===== config.mk =====
export PLATFORM = sky130hd
export DESIGN_NAME = duty_ramp_flat
export DESIGN_NICKNAME = d
export VERILOG_FILES = /design/src/rtl/duty_ramp_pkg.sv /design/src/rtl/duty_ramp_if.sv /design/src/rtl/duty_ramp_ovr_qual.sv /design/src/rtl/duty_ramp.sv /design/src/flat_wrapper.sv
export SDC_FILE = /design/constraint.sdc
export NUM_CORES = 1
export LEC_CHECK = 0
export CAP_MARGIN = 15
export CELL_PAD_IN_SITES_DETAIL_PLACEMENT = 0
export CELL_PAD_IN_SITES_GLOBAL_PLACEMENT = 1
export CORE_MARGIN = 5
export CORE_UTILIZATION = 30
export DETAILED_ROUTE_END_ITERATION = 12
export PLACE_DENSITY = 0.59
export SYNTH_ARGS = -nofsm -noshare
export SYNTH_HDL_FRONTEND = slang
export SYNTH_SLANG_ARGS = --single-unit

===== constraint.sdc =====
create_clock -name clk -period 4.4 [get_ports clk]
set_input_delay 0.44 -clock clk [delete_from_list [all_inputs] [get_ports clk]]
set_output_delay 0.44 -clock clk [all_outputs]
set_load 0.05 [all_outputs]

===== src/rtl/duty_ramp_pkg.sv =====
// Shared types, widths and the ramp-step helper for the duty_ramp block.
// The optional DUTY_RAMP_BACKOFF_EN build is handled in duty_ramp.sv.
package duty_ramp_pkg;

  localparam int DUTY_W = 11;
  localparam logic [DUTY_W-1:0] DUTY_MAX = 11'h7FF;
  localparam int CNT_W = 4;
  localparam logic [CNT_W-1:0] CNT_MAX = 4'hF;

  typedef enum logic [1:0] {
    IDLE = 2'd0,
    RUN  = 2'd1,
    TRIP = 2'd2
  } ramp_state_t;

  // One rate-limited step toward tgt, done one bit wider so nothing can wrap.
  function automatic logic [DUTY_W-1:0] ramp_step(input logic [DUTY_W-1:0] cur,
                                                  input logic [DUTY_W-1:0] tgt,
                                                  input logic [DUTY_W-1:0] step);
    logic [DUTY_W:0] c;
    logic [DUTY_W:0] t;
    logic [DUTY_W:0] s;
    logic [DUTY_W:0] r;
    c = {1'b0, cur};
    t = {1'b0, tgt};
    s = {1'b0, step};
    r = c;
    if (t > c) begin
      r = ((t - c) > s) ? (c + s) : t;
    end else if (t < c) begin
      r = ((c - t) > s) ? (c - s) : t;
    end
    return (r > {1'b0, DUTY_MAX}) ? DUTY_MAX : r[DUTY_W-1:0];
  endfunction

endpackage


===== src/rtl/duty_ramp_if.sv =====
// Signal bundle between the duty_ramp block and its surroundings.
// PWM_synch is a one-clock strobe on the last clock of a PWM period; all
// duty/state updates happen on the edge where it is sampled high.
interface duty_ramp_if;
  import duty_ramp_pkg::*;

  logic              en;
  logic [DUTY_W-1:0] target;
  logic              PWM_synch;
  logic              OVR_I_blank_n;
  logic              OVR_I;
  logic [DUTY_W-1:0] duty;
  logic              at_target;
  logic              ovr_shutdown;
  ramp_state_t       dbg_state;
  logic [CNT_W-1:0]  dbg_ovr_cnt;

  modport master (
    output en, target, PWM_synch, OVR_I_blank_n, OVR_I,
    input  duty, at_target, ovr_shutdown, dbg_state, dbg_ovr_cnt
  );

  modport slave (
    input  en, target, PWM_synch, OVR_I_blank_n, OVR_I,
    output duty, at_target, ovr_shutdown, dbg_state, dbg_ovr_cnt
  );

endinterface


===== src/rtl/duty_ramp_ovr_qual.sv =====
// Over-current qualification: blank gating, sticky per-period fault flag
// and a saturating count of consecutive faulty periods.
module ovr_qual
  import duty_ramp_pkg::*;
(
  input  logic             clk,
  input  logic             rst,
  input  logic             synch,
  input  logic             clr,
  input  logic             ovr_i,
  input  logic             blank_n,
  output logic             flag,
  output logic [CNT_W-1:0] cnt
);

  logic             qual;
  logic             flag_q;
  logic             flag_d;
  logic [CNT_W-1:0] cnt_q;
  logic [CNT_W-1:0] cnt_d;

  always_comb begin
    qual   = ovr_i & blank_n;
    // A fault in the synch cycle itself belongs to the period that is ending.
    flag   = flag_q | qual;
    flag_d = flag;
    cnt_d  = cnt_q;
    if (clr) begin
      flag_d = 1'b0;
      cnt_d  = '0;
    end else if (synch) begin
      flag_d = 1'b0;
      if (flag) begin
        cnt_d = (cnt_q == CNT_MAX) ? cnt_q : cnt_q + 1'b1;
      end else begin
        cnt_d = '0;
      end
    end
  end

  always_ff @(posedge clk) begin
    if (rst) begin
      flag_q <= 1'b0;
      cnt_q  <= '0;
    end else begin
      flag_q <= flag_d;
      cnt_q  <= cnt_d;
    end
  end

  assign cnt = cnt_q;

endmodule


===== src/rtl/duty_ramp.sv =====
// Rate-limited PWM duty source with over-current trip, updated only on PWM
// period boundaries. Define DUTY_RAMP_BACKOFF_EN to halve duty on non-tripping faults.
module duty_ramp
  import duty_ramp_pkg::*;
#(
  parameter logic [DUTY_W-1:0] STEP      = 11'd8,
  parameter int                OVR_LIMIT = 4
) (
  input logic         clk,
  input logic         rst,
  duty_ramp_if.slave  bus
);

  ramp_state_t       state_q;
  ramp_state_t       state_d;
  logic [DUTY_W-1:0] duty_q;
  logic [DUTY_W-1:0] duty_d;
  logic              at_target_q;
  logic              at_target_d;
  logic              shutdown_q;
  logic              shutdown_d;
  logic [DUTY_W-1:0] tgt_eff;
  logic              flag;
  logic [CNT_W-1:0]  cnt;
  logic              clr;
  logic              trip;

  ovr_qual u_ovr_qual (
    .clk     (clk),
    .rst     (rst),
    .synch   (bus.PWM_synch),
    .clr     (clr),
    .ovr_i   (bus.OVR_I),
    .blank_n (bus.OVR_I_blank_n),
    .flag    (flag),
    .cnt     (cnt)
  );

  always_comb begin
    state_d     = state_q;
    duty_d      = duty_q;
    at_target_d = at_target_q;
    shutdown_d  = shutdown_q;
    clr         = 1'b0;
    tgt_eff     = bus.en ? bus.target : '0;
    trip        = flag && ((int'(cnt) + 1) >= OVR_LIMIT);
    case (state_q)
      IDLE: begin
        clr    = 1'b1;
        duty_d = '0;
        if (bus.PWM_synch && bus.en) state_d = RUN;
      end
      RUN: begin
        if (bus.PWM_synch) begin
          if (trip) begin
            state_d = TRIP;
            duty_d  = '0;
          end
`ifdef DUTY_RAMP_BACKOFF_EN
          else if (flag) begin
            duty_d = duty_q >> 1;
          end
`endif
          else begin
            duty_d = ramp_step(duty_q, tgt_eff, STEP);
          end
          // A disabled drive parks in IDLE once it has ramped all the way down.
          if (state_d == RUN && !bus.en && duty_d == '0) state_d = IDLE;
        end
      end
      TRIP: begin
        duty_d = '0;
        if (bus.PWM_synch && !bus.en) begin
          state_d = IDLE;
          clr     = 1'b1;
        end
      end
      default: begin
        state_d = IDLE;
        duty_d  = '0;
      end
    endcase
    if (bus.PWM_synch) begin
      at_target_d = (state_d == RUN) && (duty_d == bus.target);
      shutdown_d  = (state_d == TRIP);
    end
  end

  always_ff @(posedge clk) begin
    if (rst) begin
      state_q     <= IDLE;
      duty_q      <= '0;
      at_target_q <= 1'b0;
      shutdown_q  <= 1'b0;
    end else begin
      state_q     <= state_d;
      duty_q      <= duty_d;
      at_target_q <= at_target_d;
      shutdown_q  <= shutdown_d;
    end
  end

  assign bus.duty         = duty_q;
  assign bus.at_target    = at_target_q;
  assign bus.ovr_shutdown = shutdown_q;
  assign bus.dbg_state    = state_q;
  assign bus.dbg_ovr_cnt  = cnt;

endmodule

===== src/flat_wrapper.sv =====
// flat-port wrapper written by rule: the top's interface ports become plain ports
module duty_ramp_flat import duty_ramp_pkg::*;
#(
  parameter logic [DUTY_W-1:0] STEP      = 11'd8,
  parameter int                OVR_LIMIT = 4
)
  (clk, rst, bus_en, bus_target, bus_PWM_synch, bus_OVR_I_blank_n, bus_OVR_I, bus_duty, bus_at_target, bus_ovr_shutdown, bus_dbg_state, bus_dbg_ovr_cnt);
  duty_ramp_if bus_i ();
  input logic clk;
  input logic rst;
  input wire logic [$bits(bus_i.en)-1:0] bus_en;
  input wire logic [$bits(bus_i.target)-1:0] bus_target;
  input wire logic [$bits(bus_i.PWM_synch)-1:0] bus_PWM_synch;
  input wire logic [$bits(bus_i.OVR_I_blank_n)-1:0] bus_OVR_I_blank_n;
  input wire logic [$bits(bus_i.OVR_I)-1:0] bus_OVR_I;
  output wire logic [$bits(bus_i.duty)-1:0] bus_duty;
  output wire logic [$bits(bus_i.at_target)-1:0] bus_at_target;
  output wire logic [$bits(bus_i.ovr_shutdown)-1:0] bus_ovr_shutdown;
  output wire logic [$bits(bus_i.dbg_state)-1:0] bus_dbg_state;
  output wire logic [$bits(bus_i.dbg_ovr_cnt)-1:0] bus_dbg_ovr_cnt;
  assign bus_i.en = bus_en;
  assign bus_i.target = bus_target;
  assign bus_i.PWM_synch = bus_PWM_synch;
  assign bus_i.OVR_I_blank_n = bus_OVR_I_blank_n;
  assign bus_i.OVR_I = bus_OVR_I;
  assign bus_duty = bus_i.duty;
  assign bus_at_target = bus_i.at_target;
  assign bus_ovr_shutdown = bus_i.ovr_shutdown;
  assign bus_dbg_state = bus_i.dbg_state;
  assign bus_dbg_ovr_cnt = bus_i.dbg_ovr_cnt;
  duty_ramp #(.STEP(STEP), .OVR_LIMIT(OVR_LIMIT)) u_core (.clk(clk), .rst(rst), .bus(bus_i));
endmodule

==> results.ini <==
[outcome]
status = completed

[layout]
final_cell_count_no_fill = 801
multi_input_area_mm2 = 0.00303
diodes = 0
seqCellArea_um2 = 400
areaGrowthSynthToFinish_pct = 57.5
nets = 702
layout-drive-gt1-share_pct = 33.7
fill_cells = 1148

[pwr]
leakage_nw = 2.31
powerDensity_mw_per_mm2 = 215
ir_worst_vdd_mv = 0.135
finalPower_mw = 1.16

[grt]
grt_pass1_vias = 4464
grt_pass1_wl_mm = 24.0
grt_max_degree = 19
grt_util_all_layers_pct = 22.3
overflow = 0
grt_antenna_before_repair = 0

[die]
die_x_um = 117
start_util_pct = 30.3
core_mm2 = 0.0113
die_h_um = 117
io_pins = 36
die-area_mm2 = 0.0137
placementRows = 39

[logic_synthesis]
synth_top_area_share_pct = 11.7
async_flop_share_pct = 0
ys_ff_latch = 20
synthTopCellsByCount = 50 x nand2_1, 34 x a21oi_1, 33 x nor2_1, 31 x inv_1, 28 x nand3_1
synth_warnings = 0
yosys.cell_types.count = 82
syn-num-nets = 524
synth_most_common_cell = nand2_1
syn_area_mm2 = 0.00343
ys.flop_type = dfxtp_1
yosys-top-cells-area = dfxtp_1 12%, ha_1 9.5%, nand2_1 5.5%
syn_avg_cell_area_um2 = 7.13
synth_largest_area_cell = dfxtp_1
ys_seq_area_share_pct = 11.7
synth-edff-count = 0
syn_inst = 481

[setup_path]
crit_chain = clkdlybuf4s50_1 -> nand2_1 -> inv_1 -> ha_2 -> buf_4 -> nand2b_1 -> a21oi_1 -> nor3_1 -> o211ai_1 -> nor4bb_2 -> buf_4 -> buf_4 -> nand2_2 -> o221a_2 -> a21boi_2 -> and4_1 -> a41o_1 -> o41ai_2
slowest_stage = clkdlybuf4s50_1
crit_fanout = 9
slowest_delay_ps = 480
arrival_ps = 4350
critPathKind = input pin to register
cp-start-kind = input pin
critPathRequiredTime_ps = 4560
crit_path_frequent_cell = buf_4
r2r_setup_slack_ps = 560
endpoint_kind = register

[placed_design]
place.port_buffers = 35
dpl.hpwl_mm = 12.4
place_congestion = 0.947
placed_cells = 793
place_ws_ps = -426

[clock_tree]
clk_path_buf_depth = 2
clock_latency_ps = 260
clkTransAtPathRegs_ps = 70
cts_root_buffer = clkbuf_16
cts_num_sinks = 20
h-tree-depth = 1
cts-buffers-inserted = 3
cts_tree = built

[hold_path]
hp-class = register to register

[detailed_routing]
vias = 4650
viasPerCell = 5.81
wire_per_inst_um = 19.4
drt_wl_total_mm = 15.5
first_pass_iters = 5
ant_nets = 0
drtIter0Drc = 349
route.detailed.drc = 0

[timing]
holdWs_ps = 494
fmax_mhz = 238
skew_ps = 8.43
setup_tns_ps = 0
worstMarginPinSlew_ps = 558
slew_viol_final = 0
setup_viol = 0
post-route-min-period_ps = 4200
hold_viol_final = 0
maxSlewHeadroom_pct = 62.8
fin_ws_ps = 203
grt_setup_unrepaired = false
fin_crit_sh_pct = 95.4

[flow_run]
cap_viol_max_count = 0

[final timing paths]
| kind | startpoint | end | depth (start not counted) |
|---|---|---|---|
| worst min register to register | u_core.bus.ovr_shutdown$_SDFFE_PP0P_ | u_core.bus.ovr_shutdown$_SDFFE_PP0P_ | 2 |
| worst min-delay path | u_core.bus.ovr_shutdown$_SDFFE_PP0P_ | u_core.bus.ovr_shutdown$_SDFFE_PP0P_ | 2 |
| worst max-delay path | bus_target[7] | u_core.bus.at_target$_SDFFE_PP0P_ | 18 |
| worst max register to register | u_core.bus.duty[3]$_SDFF_PP0_ | u_core.bus.at_target$_SDFFE_PP0P_ | 16 |
[layout make-up]
| type | count | area share [%] |
|---|---|---|
| Clock buffer | 3 | 1.39 |
| Clock inverter | 1 | 0.556 |
| Inverter | 32 | 2.22 |
| Multi-Input combinational cell | 407 | 56.0 |
| Sequential cell | 20 | 7.41 |
| Tap cell | 143 | 3.31 |
| Timing Repair Buffer | 195 | 29.1 |
[state kept, by name, indices dropped and copies added (netlist names)]
| signal | flops |
|---|---|
| u_core.bus.ovr_shutdown | 1 |
| u_core.bus.at_target | 1 |
| u_core.bus.dbg_state | 2 |
| u_core.u_ovr_qual.cnt | 4 |
| u_core.bus.duty | 11 |
| u_core.u_ovr_qual.flag_q | 1 |
[power by group]
part,internal (mW),total [mW],switching (mW)
registers,0.185,0.189,0.00403
clock network,0.181,0.264,0.0825
logic,0.338,0.708,0.370
total,0.704,1.16,0.456
[cells in the final DEF, fill, tap and decap left out, types with 8 or more instances in the layout]
cell type	netlist	layout
nor2_1	33	31
a211oi_1	16	14
buf_4	3	158
clkdlybuf4s50_1	0	34
nand3_1	28	27
inv_1	31	31
nand2_1	50	46
ha_1	26	18
nor3_1	20	19
o211ai_1	12	12
o21ai_1	4	8
mux2i_1	9	9
dfxtp_1	20	20
nand2b_1	9	9
a21oi_1	34	27
xnor2_1	11	11
[routing by layer]
layer	vias to the layer above	share of wire [%]	GRT usage, %	routed length, um
met1	2207	45	31.5	6990
met2	215	46	36.1	7090
met5	-	0	0	0
met3	30	7.0	2.93	1090
li1	2198	-	-	-
met4	0	2.2	5.35	345
[critical path: cells and delay by family]
family / cells / cell delay (ps)
AND/OR/NAND/NOR: 6 / 1050
buffers and inverters: 5 / 1070
adder cells (fa/ha/maj): 1 / 460
AO/OA/AOI/OAI: 6 / 1320
[per-stage QoR]
stage / instance area [um2] / util, %
after floorplan: 3430 / -
after global placement: 5010 / 44.3
after detailed placement: 5010 / 44.3
after CTS: 5140 / 45.4
after global routing: 5400 / 47.7
final: 5400 / 47.7
[cell families (layout without fill, tap and decap cells)]
family / after synthesis / count (layout) / share of synthesized area (%)
XOR/XNOR: 14 / 14 / 3.58
buffers and inverters: 54 / 231 / 7.23
AO/OA/AOI/OAI: 159 / 159 / 34.3
adder cells (fa/ha/maj): 26 / 26 / 9.49
flip-flops: 20 / 20 / 11.7
multiplexers: 10 / 10 / 2.96
AND/OR/NAND/NOR: 198 / 198 / 30.8
[repair_timing]
item                                    in CTS  in global routing
endpoints found under the setup margin       2                  5
hold buffers                                 0                  0
gates cloned                                 0                  0
buffers inserted                             0                  4
resized for setup                            7                 48
hold endpoints to repair                     0                  0
pin swaps                                    1                 12
No activity file was read; power rests on OpenSTA's default activity.
